===== config.mk =====
export PLATFORM = sky130hd
export DESIGN_NAME = vga_ctrl_flat
export DESIGN_NICKNAME = d
export VERILOG_FILES = /design/src/rtl/vga_ctrl_if.sv /design/src/rtl/vga_ctrl.sv /design/src/flat_wrapper.sv
export SDC_FILE = /design/constraint.sdc
export NUM_CORES = 1
export LEC_CHECK = 0
export CORE_UTILIZATION = 45
export DETAILED_ROUTE_END_ITERATION = 8
export GPL_TIMING_DRIVEN = 1
export PLACE_DENSITY_LB_ADDON = 0.08
export SYNTH_ARGS = -nofsm -noshare
export SYNTH_HDL_FRONTEND = slang
export SYNTH_SLANG_ARGS = --single-unit
export TNS_END_PERCENT = 30

===== constraint.sdc =====
create_clock -name vga_clk -period 5.2 [get_ports vga_clk]
set_input_delay 0.52 -clock vga_clk [delete_from_list [all_inputs] [get_ports vga_clk]]
set_output_delay 0.52 -clock vga_clk [all_outputs]
set_load 0.005 [all_outputs]

===== src/rtl/vga_ctrl_if.sv =====
// Pixel-side bundle of the VGA timing controller: the pixel request going out to
// the picture stage, its returned pixel, and the sync/colour signals for the DAC.
interface vga_ctrl_if;
  logic [15:0] pix_data;
  logic [9:0]  pix_x;
  logic [9:0]  pix_y;
  logic        hsync;
  logic        vsync;
  logic        rgb_valid;
  logic [15:0] rgb;
  logic        frame_start;

  modport master (
    input  pix_data,
    output pix_x, pix_y, hsync, vsync, rgb_valid, rgb, frame_start
  );

  modport slave (
    output pix_data,
    input  pix_x, pix_y, hsync, vsync, rgb_valid, rgb, frame_start
  );
endinterface


===== src/rtl/vga_ctrl.sv =====
// Raster timing generator (640x480@60 by default). Each pixel is requested one cycle
// ahead of display so that a registered picture stage lines up with rgb_valid.
module vga_ctrl #(
  parameter int unsigned H_SYNC   = 96,
  parameter int unsigned H_BACK   = 40,
  parameter int unsigned H_LEFT   = 8,
  parameter int unsigned H_VALID  = 640,
  parameter int unsigned H_RIGHT  = 8,
  parameter int unsigned H_FRONT  = 8,
  parameter int unsigned H_TOTAL  = H_SYNC + H_BACK + H_LEFT + H_VALID + H_RIGHT + H_FRONT,
  parameter int unsigned V_SYNC   = 2,
  parameter int unsigned V_BACK   = 25,
  parameter int unsigned V_TOP    = 8,
  parameter int unsigned V_VALID  = 480,
  parameter int unsigned V_BOTTOM = 8,
  parameter int unsigned V_FRONT  = 2,
  parameter int unsigned V_TOTAL  = V_SYNC + V_BACK + V_TOP + V_VALID + V_BOTTOM + V_FRONT
) (
  input  logic       vga_clk,
  input  logic       sys_rst,
  vga_ctrl_if.master vga
);

  localparam int unsigned HS = H_SYNC + H_BACK + H_LEFT;
  localparam int unsigned VS = V_SYNC + V_BACK + V_TOP;

  localparam logic [9:0] H_LAST     = 10'(H_TOTAL - 1);
  localparam logic [9:0] V_LAST     = 10'(V_TOTAL - 1);
  localparam logic [9:0] H_SYNC_END = 10'(H_SYNC);
  localparam logic [9:0] V_SYNC_END = 10'(V_SYNC);
  localparam logic [9:0] H_ACT_BEG  = 10'(HS);
  localparam logic [9:0] H_ACT_END  = 10'(HS + H_VALID);
  localparam logic [9:0] H_REQ_BEG  = 10'(HS - 1);
  localparam logic [9:0] H_REQ_END  = 10'(HS + H_VALID - 1);
  localparam logic [9:0] V_ACT_BEG  = 10'(VS);
  localparam logic [9:0] V_ACT_END  = 10'(VS + V_VALID);
  localparam logic [9:0] NO_REQ     = 10'h3ff;

  logic [9:0] cnt_h_q, cnt_h_d;
  logic [9:0] cnt_v_q, cnt_v_d;
  logic       frame_start_q, frame_start_d;
  logic       h_last, v_last;
  logic       v_active, pix_req, act;

  always_comb begin
    // NOTE: every always_comb output gets a default before any branch, so no path infers a latch.
    h_last        = (cnt_h_q == H_LAST);
    v_last        = (cnt_v_q == V_LAST);
    cnt_h_d       = cnt_h_q + 10'd1;
    cnt_v_d       = cnt_v_q;
    frame_start_d = 1'b0;
    if (h_last) begin
      cnt_h_d       = '0;
      cnt_v_d       = v_last ? '0 : cnt_v_q + 10'd1;
      frame_start_d = v_last;
    end
  end

  // NOTE: state uses non-blocking assignments and an async reset, so reset lands at the frame origin immediately.
  always_ff @(posedge vga_clk or posedge sys_rst) begin
    if (sys_rst) begin
      cnt_h_q       <= '0;
      cnt_v_q       <= '0;
      frame_start_q <= 1'b0;
    end else begin
      cnt_h_q       <= cnt_h_d;
      cnt_v_q       <= cnt_v_d;
      frame_start_q <= frame_start_d;
    end
  end

  // The request window sits one column left of the display window.
  always_comb begin
    v_active = (cnt_v_q >= V_ACT_BEG) && (cnt_v_q < V_ACT_END);
    pix_req  = v_active && (cnt_h_q >= H_REQ_BEG) && (cnt_h_q < H_REQ_END);
    act      = v_active && (cnt_h_q >= H_ACT_BEG) && (cnt_h_q < H_ACT_END);
  end

  assign vga.hsync       = (cnt_h_q < H_SYNC_END);
  assign vga.vsync       = (cnt_v_q < V_SYNC_END);
  assign vga.pix_x       = pix_req ? (cnt_h_q - H_REQ_BEG) : NO_REQ;
  assign vga.pix_y       = pix_req ? (cnt_v_q - V_ACT_BEG) : NO_REQ;
  assign vga.rgb_valid   = act;
  assign vga.rgb         = act ? vga.pix_data : 16'h0000;
  assign vga.frame_start = frame_start_q;

endmodule


===== src/flat_wrapper.sv =====
// flat-port wrapper written by rule: the top's interface ports become plain ports
module vga_ctrl_flat 
#(
  parameter int unsigned H_SYNC   = 96,
  parameter int unsigned H_BACK   = 40,
  parameter int unsigned H_LEFT   = 8,
  parameter int unsigned H_VALID  = 640,
  parameter int unsigned H_RIGHT  = 8,
  parameter int unsigned H_FRONT  = 8,
  parameter int unsigned H_TOTAL  = H_SYNC + H_BACK + H_LEFT + H_VALID + H_RIGHT + H_FRONT,
  parameter int unsigned V_SYNC   = 2,
  parameter int unsigned V_BACK   = 25,
  parameter int unsigned V_TOP    = 8,
  parameter int unsigned V_VALID  = 480,
  parameter int unsigned V_BOTTOM = 8,
  parameter int unsigned V_FRONT  = 2,
  parameter int unsigned V_TOTAL  = V_SYNC + V_BACK + V_TOP + V_VALID + V_BOTTOM + V_FRONT
)
  (vga_clk, sys_rst, vga_pix_data, vga_pix_x, vga_pix_y, vga_hsync, vga_vsync, vga_rgb_valid, vga_rgb, vga_frame_start);
  vga_ctrl_if vga_i ();
  input  logic vga_clk;
  input  logic sys_rst;
  input wire logic [$bits(vga_i.pix_data)-1:0] vga_pix_data;
  output wire logic [$bits(vga_i.pix_x)-1:0] vga_pix_x;
  output wire logic [$bits(vga_i.pix_y)-1:0] vga_pix_y;
  output wire logic [$bits(vga_i.hsync)-1:0] vga_hsync;
  output wire logic [$bits(vga_i.vsync)-1:0] vga_vsync;
  output wire logic [$bits(vga_i.rgb_valid)-1:0] vga_rgb_valid;
  output wire logic [$bits(vga_i.rgb)-1:0] vga_rgb;
  output wire logic [$bits(vga_i.frame_start)-1:0] vga_frame_start;
  assign vga_i.pix_data = vga_pix_data;
  assign vga_pix_x = vga_i.pix_x;
  assign vga_pix_y = vga_i.pix_y;
  assign vga_hsync = vga_i.hsync;
  assign vga_vsync = vga_i.vsync;
  assign vga_rgb_valid = vga_i.rgb_valid;
  assign vga_rgb = vga_i.rgb;
  assign vga_frame_start = vga_i.frame_start;
  vga_ctrl #(.H_SYNC(H_SYNC), .H_BACK(H_BACK), .H_LEFT(H_LEFT), .H_VALID(H_VALID), .H_RIGHT(H_RIGHT), .H_FRONT(H_FRONT), .H_TOTAL(H_TOTAL), .V_SYNC(V_SYNC), .V_BACK(V_BACK), .V_TOP(V_TOP), .V_VALID(V_VALID), .V_BOTTOM(V_BOTTOM), .V_FRONT(V_FRONT), .V_TOTAL(V_TOTAL)) u_core (.vga_clk(vga_clk), .sys_rst(sys_rst), .vga(vga_i));
endmodule

# Word-level counts from Yosys, hierarchy flattened
# Cells that the tools add are included.
dict set report op_classes {
  add_sub_neg 4
  magnitude_cmp 8
  eq_ne 2
  mux 6
  n_reduce_logical 5
}
# op count
set op_table {}
lappend op_table {{$mux W10} 4}
lappend op_table {{$lt A10 B10 Y1 const B} 3}
lappend op_table {{$add A10 B1 Y10 const B} 2}
lappend op_table {{$eq A10 B10 Y1 const B} 2}
lappend op_table {{$ge A10 B8 Y1 const B} 2}
lappend op_table {{$mux W16} 1}
lappend op_table {{$ge A10 B6 Y1 const B} 1}
lappend op_table {{$lt A10 B2 Y1 const B} 1}
lappend op_table {{$lt A10 B7 Y1 const B} 1}
lappend op_table {{$sub A10 B6 Y10 const B} 1}
lappend op_table {{$sub A10 B8 Y10 const B} 1}
lappend op_table {{$logic_and A1 B1 Y1} 5}
lappend op_table {{$mux W1} 1}
dict set report word_totals {
  register_bits 21
  inputBits 18
  out_inout_bits 40
  wordCells 28
}

# Longest topological paths before layout
# Gate-level depths: netlist (run 1).
dict set report logic_depth {
  word_depth 5
  depth_mapped 7
  depth_no_buf 6
}

# Worst setup path after synthesis (run 1)
# Ideal clock, no wire load.
dict set report synth_timing {
  path_type {register to output}
  start {reg u_core.cnt_v_q[0]}
  end {out vga_rgb[10]}
  t_arrival_ps 1762
  required_ps 4680
  setup_slack_ps 2918
  path_stages_with_launch 8
  n_path_buf 2
  path_cell_list {dfrtp_1 -> ha_1 -> buf_2 -> nor4_2 -> nand3_2 -> a221oi_4 -> buf_6 -> and2_1}
}
dict set report synth_via {
  elab_chain_cells 5
  word_cells_on_any_way 6
  cone_classes {2 x order compare; 1 x mux; 3 x reduce/logical}
}
# item line
set synth_rtl {}
lappend synth_rtl {{from (decl)} vga_ctrl.sv:40} ;# logic [9:0] cnt_v_q, cnt_v_d;
lappend synth_rtl {{from (signal assigned)} vga_ctrl.sv:67} ;# cnt_v_q <= cnt_v_d;
lappend synth_rtl {{$ge A10 B6 Y1 / $lt A10 B10 Y1 (equally long branches)} vga_ctrl.sv:74} ;# v_active = (cnt_v_q >= V_ACT_BEG) && (cnt_v_q < V_ACT_END);
lappend synth_rtl {{$logic_and A1 B1 Y1 *} vga_ctrl.sv:74}
lappend synth_rtl {{$logic_and A1 B1 Y1 * (2 in series)} vga_ctrl.sv:76} ;# act = v_active && (cnt_h_q >= H_ACT_BEG) && (cnt_h_q < H_ACT_END);
lappend synth_rtl {{named net vga_rgb_valid} flat_wrapper.sv:28} ;# output wire logic [$bits(vga_i.rgb_valid)-1:0] vga_rgb_valid;
lappend synth_rtl {{$mux W16 *} vga_ctrl.sv:84} ;# assign vga.rgb = act ? vga.pix_data : 16'h0000;
lappend synth_rtl {{to (decl)} flat_wrapper.sv:29} ;# output wire logic [$bits(vga_i.rgb)-1:0] vga_rgb;
# The timed path passes the listed nets; every way through them passes the cells marked *.

# Worst setup path after layout (run 1)
dict set report layout_timing {
  start {reg u_core.cnt_h_q[0]}
  end {out vga_pix_y[4]}
}
dict set report layout_via {
  elab_chain_cells 4
  word_cells_on_any_way 5
  cone_classes {2 x order compare; 1 x mux; 2 x reduce/logical}
}
# item line
set layout_rtl {}
lappend layout_rtl {{from (decl)} vga_ctrl.sv:39} ;# logic [9:0] cnt_h_q, cnt_h_d;
lappend layout_rtl {{from (signal assigned)} vga_ctrl.sv:66} ;# cnt_h_q <= cnt_h_d;
lappend layout_rtl {{$ge A10 B8 Y1} vga_ctrl.sv:75} ;# pix_req = v_active && (cnt_h_q >= H_REQ_BEG) && (cnt_h_q < H_REQ_END);
lappend layout_rtl {{$logic_and A1 B1 Y1} vga_ctrl.sv:75}
lappend layout_rtl {{$logic_and A1 B1 Y1 *} vga_ctrl.sv:75}
lappend layout_rtl {{$mux W10 *} vga_ctrl.sv:82} ;# assign vga.pix_y = pix_req ? (cnt_v_q - V_ACT_BEG) : NO_REQ;
lappend layout_rtl {{to (decl)} flat_wrapper.sv:25} ;# output wire logic [$bits(vga_i.pix_y)-1:0] vga_pix_y;
# Every way passes the cells marked *; elsewhere a longest branch is shown, timed or not.

==> results of run 1 <==
layout by cell type, fill, tap and decap left out, types with 4 or more instances in the layout:
cell,synthesis,layout
nand3_1,21,21
dfrtp_1,21,21
nor3_1,4,4
nand2_1,7,7
o21ai_0,6,6
xor2_1,8,8
nor2_1,9,9
and3_1,4,4
a21oi_1,5,5
and2_1,18,18
nand4_1,6,6
ha_1,4,4
inv_1,6,6
clkdlybuf4s50_1,0,57
xnor2_1,12,12
area by class of cell:
type	count	area share [%]
Clock buffer	3	1.02
Clock inverter	1	0.341
Inverter	6	1.02
Multi-Input combinational cell	141	44.6
Sequential cell	21	23.9
Tap cell	46	2.61
Timing Repair Buffer	59	26.6
flip-flops by register name (all words and copies together), names as in the netlist:
register	count
u_core.cnt_h_q	10
u_core.cnt_v_q	10
u_core.vga.frame_start	1
cell families after synthesis:
logic type	Yosys count	synth area share [%]
AO/OA/AOI/OAI	30	14.0
XOR/XNOR	20	10.7
adder cells (fa/ha/maj)	4	3.07
buffers and inverters	26	7.52
flip-flops	21	32.2
multiplexers	1	0.691
AND/OR/NAND/NOR	86	31.8
critical path: cells and delay by family, from the launching register on:
family	cells	cell delay, ps
buffers and inverters	2	770
AOI/OAI and AO/OA	2	700
and+or+nand+nor	2	530
DFF	1	450
adders and majority gates	1	200
power by group:
group	switching, mW	total [mW]	leakage, nW	internal [mW]
clock network	0.0553	0.0847	0.0139	0.0294
registers	0	0.163	0.279	0.163
logic	0.00455	0.0156	0.652	0.0111
total	0.0598	0.264	0.945	0.204
per-stage QoR:
step           hold WS (ps)  power (mW)  instance area, um^2  utilization (%)  worst slack, ps
5_1_grt                 571       0.275                 2200             64.5             1490
3_3_place_gp            502       0.182                 2170             63.6             2160
2_1_floorplan           480       0.169                 1630                -             2920
6_report                539       0.264                 2200             64.5             1710
3_5_place_dp            513       0.182                 2170             63.6             2130
4_1_cts                 538       0.268                 2200             64.5             1730
layer usage:
| metal | up-vias | track usage, % | part of all wire (%) |
|---|---|---|---|
| met2 | 39 | 38.9 | 51 |
| met5 | - | 0 | 0 |
| met4 | 0 | 7.85 | 1.9 |
| li1 | 747 | - | - |
| met1 | 737 | 29.0 | 44 |
| met3 | 7 | 2.21 | 2.7 |
worst paths after layout:
kind / from / end / slack [ps] / cells after the start
setup / recovery: u_core.cnt_h_q[0] / vga_pix_y[4] / 1710 / 7
hold / removal: u_core.cnt_h_q[2] / u_core.cnt_h_q[2] / 540 / 1
setup reg to reg: u_core.cnt_h_q[0] / u_core.cnt_v_q[4] / 3070 / 5
hold reg to reg: u_core.cnt_h_q[2] / u_core.cnt_h_q[2] / 540 / 1
max in group asynchronous: sys_rst / u_core.cnt_h_q[9] / 4040 / 2
min in group asynchronous: sys_rst / u_core.cnt_v_q[0] / 640 / 2
==> implementation parameters, run 1 <==
Parameter                              Value

Status
  Status ... finished, final reports clean

Power and ir drop
  Leakage component of the power ... 0.945 nW
  Worst supply voltage drop on vdd ... 0.109 mV
  PwrDens ... 120 nW/um^2

Finish
  Combined flip-flop and latch cell area ... 526 um^2
  Synth-to-Final Area Change ... 35.1%
  Final Net Count ... 254
  Share of cells above drive strength 1 ... 5.63%
  Final non-filler cell total ... 277
  # fillers ... 280
  Area taken by multi-input logic gates ... 982 um^2
  # diodes ... 0

Clock network
  Register clock-pin slew on the reported worst setup and hold paths ... 130 ps
  Insertion delay of the later-clocked pin in the worst-skew pair ... 320 ps
  Clock buffers created by TritonCTS ... 3
  CTS tree ... built
  Setup repair bufs after CTS ... 0
  Clk Tree Root Cell ... clkbuf_4
  Number of instances resized during post-cts repair ... 0
  Maximum level of the CTS H-tree ... 1
  Maximum root-to-sink buffer count ... 2
  Clock Sink Count ... 21
  CTS hold repair buffers ... 0

Logic synthesis
  Number of synthesized register bits ... 21
  Fraction of synthesis flops using an asynchronous set or reset pin ... 100%
  Total of warnings raised by yosys ... 0
  Number of enable flip-flop cells after synthesis ... 0
  Post-synth design cell area ... 1630 um^2
  Sequential element share of the synthesized area ... 32.2%
  Cell types with the highest counts after synthesis ... dfrtp_1, nand3_1, and2_1, xnor2_1, clkbuf_1
  Leading post-synthesis cells by cell area ... dfrtp_1, and2_1, nand3_1
  Distinct cell type count after synthesis ... 43
  Syn Inst Count ... 188
  Average instance area after synthesis ... 8.67 um^2
  Yosys top cell by area ... dfrtp_1
  Dominant synthesized flop cell ... dfrtp_1
  Top-area cell type share of the netlist area ... 32.2%
  Post-synth net total ... 210

Timing
  Achievable clock frequency ... 287 MHz
  Final critical-path required period ... 3490 ps
  Worst-Margin Slew ... 834 ps
  Count of pins over their slew limit ... 0
  Unrepaired setup endpoints after global routing ... false
  Worst clock skew ... 6.89 ps
  Final hold vios ... 0
  Post-Route Setup TNS ... 0 ps
  Total of endpoints with negative setup slack in the final report ... 0
  Fin crit share ... 67.0%
  Rel. slew slack ... 44.3%

Setup path
  Cell with the largest stage delay on the worst path ... a32oi_1
  CP Data Required Time ... 4680 ps
  Critical path type ... reg -> out
  Critical Path AT ... 2970 ps
  Maximum single-stage delay on the critical path ... 530 ps
  Crit path capture type ... primary output
  List of cells traversed by the critical path ... ha_1, and3_1, o21ai_1, a32oi_1, buf_4, nand4b_1, clkdlybuf4s50_1
  Sort of element at the start of the critical path ... flip-flop
  Maximum net fanout on the critical path ... 13

Routing
  Initial DRC count ... 17
  Post-detailed-route count of antenna-violating nets ... 0
  Vias post-DR ... 1,530
  Avg WL per Cell ... 15.1 um
  DRC violation count after routing ... 0
  Iteration count of the initial detailed-routing pass ... 4
  Via-to-Cell Ratio ... 5.52
  Wire length reported by the detailed router ... 4190 um

Global routing
  Largest net degree at the start of global routing ... 22
  First-pass GRT wire length ... 6930 um
  Residual overflow from global routing ... 0
  Antenna violations before repair ... 0
  Aggregate global-route resource usage ... 22.4%
  Via count of the first global-routing pass ... 1,409

Place
  # placed instances ... 273
  Placer Congestion ... 0.851
  Buffers on Ports ... 57
  Final HPWL from detailed placement ... 3150 um

Die
  Number of ports placed on the die boundary ... 58
  Area of the placeable core ... 3420 um^2
  Die ar. ... 3870 um^2
  Die span in x ... 62.2 um
  Height of the die ... 62.2 um
  Initial Utilization ... 47.7%
  Number of core rows ... 21

Run
  Max-cap violation count ... 0

Min path
  Hold Path Class ... reg -> reg
No activity file was read; power rests on OpenSTA's default activity.
==> inputs of run 2 (changes only) <==
==> constraint.sdc (replaced) <==
create_clock -name vga_clk -period 3.46 [get_ports vga_clk]
set_input_delay 0.346 -clock vga_clk [delete_from_list [all_inputs] [get_ports vga_clk]]
set_output_delay 0.346 -clock vga_clk [all_outputs]
set_load 0.005 [all_outputs]
==> implementation parameters, run 2 (same netlist as run 1, synthesis figures left out) <==
Parameter                              Value

Power and ir drop
  PwrDens ... 174 nW/um^2 (+46%)
  Switching Share ... 21.7% (-1.0 points)
  Internal portion of total power ... 0.307 mW (+51%)
  Worst supply voltage drop on vdd ... 0.202 mV (+85%)
  Clock group share of total power ... 31.5% (-0.6 points)
  Psw ... 0.0849 mW (+42%)
  Part of the total power dissipated in combinational logic ... 5.8% (about the same)
  Leakage component of the power ... 0.978 nW (+3.4%)
  Sequential cell fraction of total power ... 62.6% (+0.7 points)

Timing
  Worst clock skew ... 4.76 ps (-2.13 ps)
  Achievable clock frequency ... 307 MHz
  Final hold vios ... 0 (unchanged)
  Count of pins over their slew limit ... 0 (unchanged)
  Rel. slew slack ... 45.8% (+1.5 points)
  Fin crit share ... 94.0%
  Unrepaired setup endpoints after global routing ... true
  Post-Route Setup TNS ... 0 ps (unchanged)
  Total of endpoints with negative setup slack in the final report ... 0 (unchanged)
  Final critical-path required period ... 3250 ps
  Worst-Margin Slew ... 812 ps (-22.0 ps)

Run
  Max-cap violation count ... 0 (unchanged)

Die
  Die ar. ... 3870 um^2 (unchanged)
  Area of the placeable core ... 3420 um^2 (unchanged)
  Initial Utilization ... 47.7% (unchanged)
  Number of core rows ... 21 (unchanged)
  Die span in x ... 62.2 um (unchanged)
  Height of the die ... 62.2 um (unchanged)
  Number of ports placed on the die boundary ... 58 (unchanged)

Clock network
  Clk Tree Root Cell ... clkbuf_4
  Maximum root-to-sink buffer count ... 2 (unchanged)
  Clock buffers created by TritonCTS ... 3 (unchanged)
  Register clock-pin slew on the reported worst setup and hold paths ... 120 ps (about the same)
  Clock Sink Count ... 21 (unchanged)
  CTS tree ... built
  Insertion delay of the later-clocked pin in the worst-skew pair ... 310 ps (about the same)
  Setup repair bufs after CTS ... 0 (unchanged)
  Maximum level of the CTS H-tree ... 1 (unchanged)
  CTS hold repair buffers ... 0 (unchanged)

Min path
  Hold Path Class ... in -> async

Finish
  Share of cells above drive strength 1 ... 8.02% (+2.4 points)
  Commonest non-fill, non-tap cell in the layout ... clkdlybuf4s50_1
  # diodes ... 0 (unchanged)
  Final Net Count ... 260 (+2.4%)
  Area taken by multi-input logic gates ... 986 um^2 (+0.38%)
  Combined flip-flop and latch cell area ... 526 um^2 (unchanged)
  # fillers ... 299 (+6.8%)
  Final Cell Area ... 2250 um^2 (+2.0%)
  Synth-to-Final Area Change ... 37.9%
  Commonest cells after routing, fill and taps aside ... clkdlybuf4s50_1, nand3_1, dfrtp_1

Routing
  Iteration count of the initial detailed-routing pass ... 4 (unchanged)
  Initial DRC count ... 127 (+110)
  Wire length reported by the detailed router ... 4170 um (-0.53%)
  Via-to-Cell Ratio ... 5.54 (+0.37%)
  Avg WL per Cell ... 14.7 um (-2.6%)
  DRC violation count after routing ... 0 (unchanged)
  Vias post-DR ... 1,569 (+2.5%)
  Post-detailed-route count of antenna-violating nets ... 0 (unchanged)

Global routing
  Residual overflow from global routing ... 0 (unchanged)
  First-pass GRT wire length ... 7110 um (+2.5%)
  Via count of the first global-routing pass ... 1,468 (+4.2%)
  Antenna violations before repair ... 0 (unchanged)
  Largest net degree at the start of global routing ... 22 (unchanged)
  Aggregate global-route resource usage ... 22.7% (+0.28 points)

Setup path
  Maximum net fanout on the critical path ... 15 (+2)
  Critical Path AT ... 2910 ps (-60 ps)
  Critical path type ... reg -> out
  List of cells traversed by the critical path ... ha_1, o41ai_2, a21o_1, a21oi_2, buf_4, o211ai_1, clkdlybuf4s50_1
  Maximum single-stage delay on the critical path ... 530 ps (about the same)
  Sort of element at the start of the critical path ... flip-flop
  CP Data Required Time ... 3110 ps (-1570 ps)
  Crit path capture type ... primary output
  Cell with the largest stage delay on the worst path ... a21oi_2

Place
  Buffers on Ports ... 57 (unchanged)
  Placer Congestion ... 0.871 (+2.3%)
  Placed inst area ... 2220 um^2 (+2.1%)
  Final HPWL from detailed placement ... 3150 um (+0.18%)

Status
  Status ... finished, final reports clean
==> run 2: stage by stage <==
stage / total power, mW / worst slack, ps / util (%) / cells / hold slack, ps
3_5_place_dp: 0.273 / 276 / 64.9 / 279 / 520
4_1_cts: 0.396 / 227 / 65.8 / 283 / 510
2_1_floorplan: 0.254 / 1350 / - / 188 / 323
5_1_grt: 0.411 / -2.06 / 65.8 / 283 / 546
3_3_place_gp: 0.273 / 369 / 64.9 / 279 / 518
6_report: 0.392 / 206 / 65.8 / 283 / 479
==> run 2: cell type report <==
type / count / share of cell area (%)
well taps: 46 / 2.56
repair buffers: 65 / 28.0
flip-flops and latches: 21 / 23.4
multi-input cells: 141 / 43.9
clock buffers: 4 / 1.17
inverters: 6 / 1.00
==> run 2: power by group through the flow <==
stage	clock network, mW	logic [mW]	registers (mW)
floorplan	0	0.00380	0.250
global placement	0	0.0230	0.250
detailed placement	0	0.0233	0.250
CTS	0.127	0.0235	0.245
global route	0.140	0.0255	0.245
finish	0.124	0.0229	0.245
==> run 2: worst paths after layout <==
kind	to	from	slack, ps	depth (start not counted)
max in group asynchronous	u_core.cnt_v_q[2]	sys_rst	2480	2
min in group vga_clk	u_core.cnt_h_q[0]	u_core.cnt_h_q[0]	550	1
min reg2reg	u_core.cnt_h_q[0]	u_core.cnt_h_q[0]	550	1
max	vga_pix_x[7]	u_core.cnt_v_q[0]	210	7
max reg2reg	u_core.cnt_v_q[4]	u_core.cnt_h_q[0]	1260	5
min	u_core.cnt_h_q[0]	sys_rst	480	2
==> run 2: critical path: cells and delay by family (launching register included) <==
kind | cells | cell delay (ps)
AO/OA/AOI/OAI | 4 | 1030
buffers and inverters | 2 | 700
flip-flops | 1 | 460
adder cells (fa/ha/maj) | 1 | 410
==> run 2: what timing repair did <==
| action | CTS | global route |
|---|---|---|
| gates resized for setup | 1 | 0 |
| pin swaps | 0 | 0 |
| endpoints found under the setup margin | 7 | 1 |
==> run 2: per-layer routing <==
layer / GRT usage, % / share of wire [%]
met3: 4.04 / 5.4
met4: 7.56 / 1.1
met1: 30.9 / 46
met2: 36.4 / 48
met5: 0 / 0
